## src/rtl/mem_access_unit.sv

```systemverilog
// Load/store initiator for a word-only data memory. Sub-word stores use read-modify-write; errors are flagged, not issued.
// Latency: error 1, load/word store 2, sub-word store 3 cycles to resp_valid; req_ready only in IDLE, no response backpressure.
module mem_access_unit #(
    parameter int RAM_SIZE_BIT = 8
) (
    input  logic        clk,
    input  logic        reset,
    input  logic        req_valid,
    output logic        req_ready,
    input  logic        req_we,
    input  logic [1:0]  req_size,
    input  logic        req_unsigned,
    input  logic [31:0] req_addr,
    input  logic [31:0] req_wdata,
    output logic        resp_valid,
    output logic [31:0] resp_rdata,
    output logic        resp_err,
    output logic [31:0] address,
    output logic [31:0] Wr_data,
    output logic        MemWr,
    output logic        MemRead,
    input  logic [31:0] Read_data
);

    typedef enum logic [1:0] {IDLE, RD, WR, DONE} state_t;

    state_t      state_q, state_d;
    logic        we_q, uns_q, err_q;
    logic [1:0]  size_q;
    logic [31:0] addr_q, wr_data_q, rdata_q;

    logic        accept, req_err;
    logic [31:0] sh_word, load_ext, merged;
    logic [7:0]  byte_v;
    logic [15:0] half_v;

    assign accept = req_valid && req_ready;

    always_comb begin
        req_err = 1'b0;
        if (req_size == 2'd3)                          req_err = 1'b1;
        if (req_size == 2'd1 && req_addr[0])           req_err = 1'b1;
        if (req_size == 2'd2 && req_addr[1:0] != 2'b0) req_err = 1'b1;
        if ((req_addr >> (RAM_SIZE_BIT + 2)) != 32'd0) req_err = 1'b1;
    end

    // Little-endian lane extraction for loads and lane insertion for sub-word stores.
    always_comb begin
        sh_word = Read_data >> {addr_q[1:0], 3'b000};
        byte_v  = sh_word[7:0];
        half_v  = addr_q[1] ? Read_data[31:16] : Read_data[15:0];
        if (size_q == 2'd0)
            load_ext = uns_q ? {24'd0, byte_v} : {{24{byte_v[7]}}, byte_v};
        else if (size_q == 2'd1)
            load_ext = uns_q ? {16'd0, half_v} : {{16{half_v[15]}}, half_v};
        else
            load_ext = Read_data;
        merged = Read_data;
        if (size_q == 2'd0)
            merged[{addr_q[1:0], 3'b000} +: 8] = wr_data_q[7:0];
        else
            merged[{addr_q[1], 4'b0000} +: 16] = wr_data_q[15:0];
    end

    always_comb begin
        state_d = state_q;
        case (state_q)
            IDLE: begin
                if (accept) begin
                    if (req_err)                state_d = DONE;
                    else if (!req_we)           state_d = RD;
                    else if (req_size == 2'd2)  state_d = WR;
                    else                        state_d = RD;
                end
            end
            RD:      state_d = we_q ? WR : DONE;
            WR:      state_d = DONE;
            DONE:    state_d = IDLE;
            default: state_d = IDLE;
        endcase
    end

    always_ff @(posedge clk or negedge reset) begin
        if (!reset) begin
            state_q   <= IDLE;
            we_q      <= 1'b0;
            uns_q     <= 1'b0;
            err_q     <= 1'b0;
            size_q    <= 2'd0;
            addr_q    <= 32'd0;
            wr_data_q <= 32'd0;
            rdata_q   <= 32'd0;
        end else begin
            state_q <= state_d;
            if (accept) begin
                we_q    <= req_we;
                uns_q   <= req_unsigned;
                err_q   <= req_err;
                size_q  <= req_size;
                addr_q  <= req_addr;
                rdata_q <= 32'd0;
                // Holds raw store data until a sub-word store replaces it with the merged word.
                if (req_we)
                    wr_data_q <= req_wdata;
            end else if (state_q == RD) begin
                if (we_q)
                    wr_data_q <= merged;
                else
                    rdata_q <= load_ext;
            end
        end
    end

    assign req_ready  = (state_q == IDLE) && reset;
    assign resp_valid = (state_q == DONE);
    assign resp_err   = (state_q == DONE) && err_q;
    assign resp_rdata = rdata_q;
    assign address    = {addr_q[31:2], 2'b00};
    assign Wr_data    = wr_data_q;
    assign MemRead    = (state_q == RD);
    assign MemWr      = (state_q == WR);

endmodule

```

## config.mk

```make
export PLATFORM = sky130hd
export DESIGN_NAME = mem_access_unit
export DESIGN_NICKNAME = d
export VERILOG_FILES = /design/src/rtl/mem_access_unit.sv
export SDC_FILE = /design/constraint.sdc
export NUM_CORES = 1
export LEC_CHECK = 0
export ABC_AREA = 1
export CELL_PAD_IN_SITES_DETAIL_PLACEMENT = 2
export CELL_PAD_IN_SITES_GLOBAL_PLACEMENT = 2
export CORE_MARGIN = 4
export CORE_UTILIZATION = 27
export DETAILED_ROUTE_END_ITERATION = 8
export MAX_ROUTING_LAYER = met4
export PLACE_DENSITY = 0.87
export SYNTH_ARGS = -nofsm -noshare
export SYNTH_HDL_FRONTEND = slang
export SYNTH_SLANG_ARGS = --single-unit
```

## constraint.sdc

```tcl
create_clock -name clk -period 3.2 [get_ports clk]
set_clock_uncertainty 0.1 [all_clocks]
set_input_delay 0.32 -clock clk [delete_from_list [all_inputs] [get_ports clk]]
set_output_delay 0.32 -clock clk [all_outputs]
set_load 0.02 [all_outputs]
```

==> out/results.tsv, run 1 <==
stage	metric	value	unit
grt	initial antenna violation count	1	
layout	# nets final	1212	
routing	Starting DRT DRC Count	266	
yosys	Syn Inst Count	954	
yosys	Primary FF master, synth	dfrtp_1	
yosys	FFs w/ async S/R, synth	1.00	
hold_path	Hold Crit Class	in -> async	
yosys	area leader, netlist	dfrtp_1	
routing	post-route ant nets	0	
power	PwrDens	1020	mW/mm^2
routing	Initial DRT Pass Iterations	4	
layout	share of cells above drive strength 1	0.0399	
clock_tree	TritonCTS Sinks	103	
timing	Worst-Margin Slew	1.05	ns
critical_path	Setup Crit Path Kind	reg -> reg	
grt	vias in the first global route	7552	
yosys	Post-synth EDFFs	0	
routing	detailed-route DRC error count	0	
timing	Setup Total Neg Slack	0	ns
critical_path	Req. time, crit path	3.34	ns
routing	DR vias	6856	
critical_path	critical path endpoint category	register	
grt	first-pass GRT wire length	42100	um
clock_tree	TritonCTS Buffers	9	
power	Pwr Total	8950	uW
die	I/O pin cnt	204	
critical_path	WP data arrival	2.64	ns
critical_path	Critical Path Slowest Stage Cell	nand2_1	
clock_tree	root buf cell	clkbuf_16	
die	Die Y	162	um
clock_tree	Clock Latency Late Sink	0.36	ns
timing	final period utilization	0.782	
layout	area of the multi-input gates	0.00313	sq mm
routing	WL final	26500	um
placed_design	placer congestion estimate	0.870	
grt	largest net degree at the start of global routing	73	
layout	Fill cells	2759	
timing	Tmin final	2.50	ns
grt	total grt overflow	0	
die	die area	0.0263	sq mm
placed_design	IO Port Bufs	201	
placed_design	Place WS	0.728	ns
critical_path	startpoint types	register	
routing	Vias/cell	4.81	
yosys	top-area cell type share of the netlist area	0.401	
die	# rows	56	
outcome	status	complete, no violations	
yosys	total number of yosys warnings	0	
yosys	most instantiated cells after synthesis	nand2_1, nand3_1, dfrtp_1	
timing	fin worst setup slack	0.698	ns
timing	minimum hold slack	0.219	ns
timing	final setup fails	0	
grt	GRT Overall Usage	0.208	
placed_design	DP Wirelength	20200	um
layout	Reg area	0.00258	sq mm
clock_tree	Clock Pin Slew Worst Setup and Hold Paths	0.08	ns
placed_design	dpl cells	1406	
power	Leak	0.00424	uW
yosys	cell area after synthesis	0.00642	sq mm
timing	RSZ-0062 raised after global routing	no	
clock_tree	H-Tree Level Count	3	
die	Die W	162	um
power	worst vdd ir	377	uV
yosys	count of different cell masters after synthesis	28	
critical_path	r2r setup slk	0.70	ns
layout	Layout area overhead	36.4	%
clock_tree	CTS max path bufs	2	
clock_tree	CTS tree	done	
critical_path	Cell Chain, Critical Path	inv_2 > nand2_2 > inv_2 > nand2_1 > nand3_1 > nand2_1	
yosys	Seq cells post-synth	103	
routing	WL/cell	18.6	um
timing	Slew headroom	0.299	
yosys	Mean Syn Cell Area	6.73	sq um
layout	final non-filler cell total	1424	
die	Core ar.	0.0235	sq mm
die	Initial Util	0.274	
critical_path	slowest stage delay, CP	0.59	ns
yosys	Synth area leaders	dfrtp_1, nand2_1, nand3_1	
yosys	Seq/Total Area, Yosys	0.401	
critical_path	CP max FO	24	
timing	Max Fclk	400	MHz
timing	final hold vios	0	
timing	Slew Limit Fails	0	
yosys	most numerous cell in the Yosys netlist	nand2_1	
run	Max Cap Viol	0	
==> cell families (layout without fill, tap and decap cells) <==
logic type,Yosys count,count (layout),share of synthesized area
simple gates,576,576,0.368
compound gates,117,117,0.0981
buf+inv,147,296,0.113
fa+ha+maj,10,10,0.0195
flops,103,103,0.401
other cells,1,3,0.000584
==> worst max-delay path, delay by kind of cell, from the launching register on <==
kind,cells,cell delay (ns)
simple gates,4,1.25
buf+inv,2,0.61
flops,1,0.41
==> flip-flops by register name, summed over array words and instances (netlist names) <==
register and cells:
Wr_data 32, addr_q 32, err_q 1, resp_rdata 32, size_q 2, state_q 2
uns_q 1, we_q 1
==> area by class of cell <==
cell class | count | share of cell area
antenna | 1 | 0.000286
tap | 319 | 0.0455
clock buffer | 9 | 0.0257
sequential | 103 | 0.294
inverter | 66 | 0.0284
timing repair buffer | 214 | 0.241
multi-input combinational | 705 | 0.357
clock inverter | 7 | 0.00842
==> per-layer routing <==
metal	vias up	global-route usage	part of all wire
li1	3278	-	-
met3	18	0.0487	0.057
met2	155	0.354	0.50
met5	-	-	0
met4	0	0.0346	0.0090
met1	3405	0.258	0.44
==> layout by cell type (no fill, tap or decap) <==
master	instances
clkbuf_16	9
clkinv_4	3
a22oi_1	1
o21ai_1	1
o21ai_0	39
nor2_1	95
conb_1	2
buf_4	13
diode_2	1
nand3_1	114
nand2_1	358
nand4_2	1
o21a_1	2
nand2_4	2
clkinv_1	1
nand2_2	3
dfrtp_1	103
inv_2	5
clkinv_2	1
inv_1	59
nor3_1	1
clkdlybuf4s50_1	200
clkinv_8	1
a31oi_1	1
dlygate4sd3_1	1
inv_8	2
o211ai_1	13
nand3_4	2
inv_6	1
o21ai_2	1
a21oi_1	59
ha_1	10
==> metrics by stage <==
step                      cell area (sq um)   util
after floorplan                        6430      -
after detailed placement               8450  0.360
after global placement                 8450  0.360
final                                  8760  0.373
after CTS                              8760  0.373
after global routing                   8760  0.373
==> report_power, final <==
group	switching (uW)	internal, uW
registers	427	1900
clock network	593	555
logic	3430	2050
==> timing repair <==
action                    CTS  global route
hold buffers                1             0
hold endpoints to repair   31             0
setup buffers               0             0
gates resized for setup     0             0
==> final timing paths <==
check / end / startpoint / depth (start not counted)
max in group asynchronous: resp_rdata[11] / reset / 3
hold reg to reg: resp_rdata[19] / resp_rdata[19] / 2
min in group clk: resp_rdata[19] / resp_rdata[19] / 2
hold / removal: addr_q[18] / reset / 2
setup / recovery: resp_rdata[11] / size_q[1] / 6
setup reg to reg: resp_rdata[11] / size_q[1] / 6
Power figures use the tool's default switching activity.
==> run 2, diff against run 1 <==
Settings changed: CORE_UTILIZATION 27 to 22, PLACE_DENSITY 0.87 to 0.76.
Clock period 3.2 ns to 2.14 ns, I/O delays scaled along.
==> run 2 against run 1 <==
Combinational power up 55%. Wire length increased by 4.6%. Global-route usage down 2.9 points. Sequential cell count unchanged. Fmax up 27%. Clock power up 49%. Final area increased by 2.9%. Core utilization decreased by 6.0 points. Via count increased by 0.74%. First-iteration DRC count is 30% higher. Non-clock buffer count up 13. Sequential power grew 48%. Critical path type unchanged. Largest cell class unchanged.
==> out/results.tsv, run 2 (synthesis gave the netlist of run 1 again) <==
stage	metric	value	unit	change
outcome	status	complete, no violations		
timing	fin worst setup slack	0.165	ns	-0.533 ns
critical_path	startpoint types	register		
die	Initial Util	0.223		-0.0505
clock_tree	postcts setup bufs	0		unchanged
die	Die W	179	um	+10%
routing	DR vias	6907		+0.74%
grt	initial antenna violation count	2		+1
layout	fin util	0.313		-0.0601
placed_design	Place WS	0.107	ns	-0.620 ns
clock_tree	TritonCTS Buffers	9		unchanged
timing	Slew headroom	0.598		+0.299
routing	WL final	27700	um	+4.6%
grt	vias in the first global route	7481		-0.94%
power	worst vdd ir	475	uV	+26%
critical_path	Setup Crit Path Kind	reg -> reg		
layout	share of cells above drive strength 1	0.0519		+0.0121
power	Pint	6970	uW	+55%
grt	largest net degree at the start of global routing	103		+41%
power	Leak	0.00436	uW	+2.9%
routing	post-route ant nets	0		unchanged
clock_tree	Clock Pin Slew Worst Setup and Hold Paths	0.08	ns	about the same
grt	met3 Track Usage GR	0.0515		+0.00274
clock_tree	CTS max path bufs	2		unchanged
layout	# nets final	1225		+1.1%
clock_tree	root buf cell	clkbuf_16		
grt	GRT busiest layer	met2		
placed_design	DP Wirelength	21000	um	+4.0%
placed_design	placer congestion estimate	0.830		-4.6%
critical_path	CP max FO	27		+13%
routing	detailed-route DRC error count	0		unchanged
die	# rows	62		+11%
critical_path	slowest stage delay, CP	0.48	ns	-0.11 ns
run	Max Cap Viol	0		unchanged
timing	Worst-Margin Slew	0.603	ns	-0.447 ns
timing	final setup fails	0		unchanged
routing	Vias/cell	4.60		-4.6%
routing	Starting DRT DRC Count	346		+30%
grt	first-pass GRT wire length	43000	um	+2.1%
grt	met1 Use GR	0.223		-0.0350
power	clock network power share	0.125		-0.003
critical_path	WP buf/inv	2		unchanged
power	Sw Ratio	0.489		-0.00745
timing	final period utilization	0.923		+0.141
die	Core ar.	0.0288	sq mm	+23%
timing	Slew Limit Fails	0		unchanged
critical_path	WP data arrival	2.19	ns	-0.45 ns
clock_tree	H-Tree Level Count	3		unchanged
die	Die Y	179	um	+10%
critical_path	critical path endpoint category	register		
layout	Design Area, Final	0.00902	sq mm	+2.9%
critical_path	Req. time, crit path	2.35	ns	-0.99 ns
layout	commonest cells after routing, fill and taps aside	nand2_1, clkdlybuf4s50_1, nand3_1, dfrtp_1, nor2_1		
hold_path	Hold Crit Class	in -> async		
critical_path	Critical Path Slowest Stage Cell	o21ai_1		
layout	Layout area overhead	40.4	%	
power	combinational share of power	0.621		+0.010
die	die area	0.0320	sq mm	+22%
grt	total grt overflow	0		unchanged
critical_path	CP dominant cell by count	nand2_1		
placed_design	Placed Area	0.00869	sq mm	+2.9%
critical_path	Top delay family on crit path	compound AO/OA/AOI/OAI gates		
power	PwrDens	1510	mW/mm^2	+48%
layout	most common cell after layout, fill and taps aside	nand2_1		
timing	minimum hold slack	0.136	ns	-0.0832 ns
die	I/O pin cnt	204		unchanged
timing	Tmin final	1.97	ns	-0.527 ns
clock_tree	TritonCTS Sinks	103		unchanged
timing	final hold vios	0		unchanged
critical_path	Cell Chain, Critical Path	inv_2 > buf_4 > ha_1 > o21ai_1 > nand2_1 > nand2_1 > nand3_1 > nand2_1		
routing	Initial DRT Pass Iterations	4		unchanged
placed_design	IO Port Bufs	201		unchanged
timing	Max Fclk	506	MHz	+27%
power	sw power	6670	uW	+50%
power	sequential share of power	0.254		-0.006
grt	GRT Overall Usage	0.180		-0.0286
clock_tree	Clock Latency Late Sink	0.37	ns	about the same
clock_tree	CTS tree	done		
routing	WL/cell	18.4	um	-0.86%
grt	met2 Use GR	0.289		-0.0654
## run 2: changes by cell type in the layout (fill, tap and decap cells not counted), sizes merged
cell and delta:
dlygate4sd2 +1, dlymetal6s2s +3, clkinv -3, clkinvlp +2
clkdlybuf4s50 -4, inv +1, buf +13, diode +1
## run 2: cell type report
class,instances,area [sq um]
inverter,66,256
multi-input combinational,705,3140
antenna,2,5.00
clock inverter,7,61.3
clock buffer,9,225
tap,384,480
fill,3412,19800
sequential,103,2580
timing repair buffer,227,2280
## run 2: stage by stage
step / TNS (ns) / std cells / power, uW
after floorplan: 0 / 955 / 8740
after global placement: 0 / 1484 / 11800
after detailed placement: 0 / 1484 / 12100
after CTS: 0 / 1501 / 13900
after global routing: -0.0156 / 1503 / 14900
final: 0 / 1503 / 13600
## run 2: path summary, 6_finish.rpt
kind | from | endpoint | depth (start not counted) | slack (ns)
min in group clk | req_addr[3] | addr_q[3] | 3 | 0.27
max reg2reg | addr_q[1] | Wr_data[6] | 8 | 0.17
max | addr_q[1] | Wr_data[6] | 8 | 0.17
min reg2reg | resp_rdata[17] | resp_rdata[17] | 2 | 0.38
min | reset | we_q | 2 | 0.14
max in group asynchronous | reset | Wr_data[2] | 3 | 1.00
## run 2: power groups by stage
stage | combinational [uW] | clock [uW] | sequential (uW)
floorplan | 4790 | 0 | 3950
global placement | 8330 | 0 | 3490
detailed placement | 8570 | 0 | 3500
CTS | 8620 | 1780 | 3490
global route | 9440 | 1850 | 3600
finish | 8470 | 1710 | 3460
## run 2: routing by layer
metal / routed length (um) / vias up
met5: 0 / -
met4: 489 / 0
met3: 2150 / 21
met2: 13100 / 173
met1: 12000 / 3405
li1: - / 3308
## run 2: what timing repair did
action | in CTS | in global routing
gates resized for setup | 1 | 9
hold endpoints to repair | 103 | 0
setup endpoints to repair | 1 | 26
hold buffers | 1 | 0
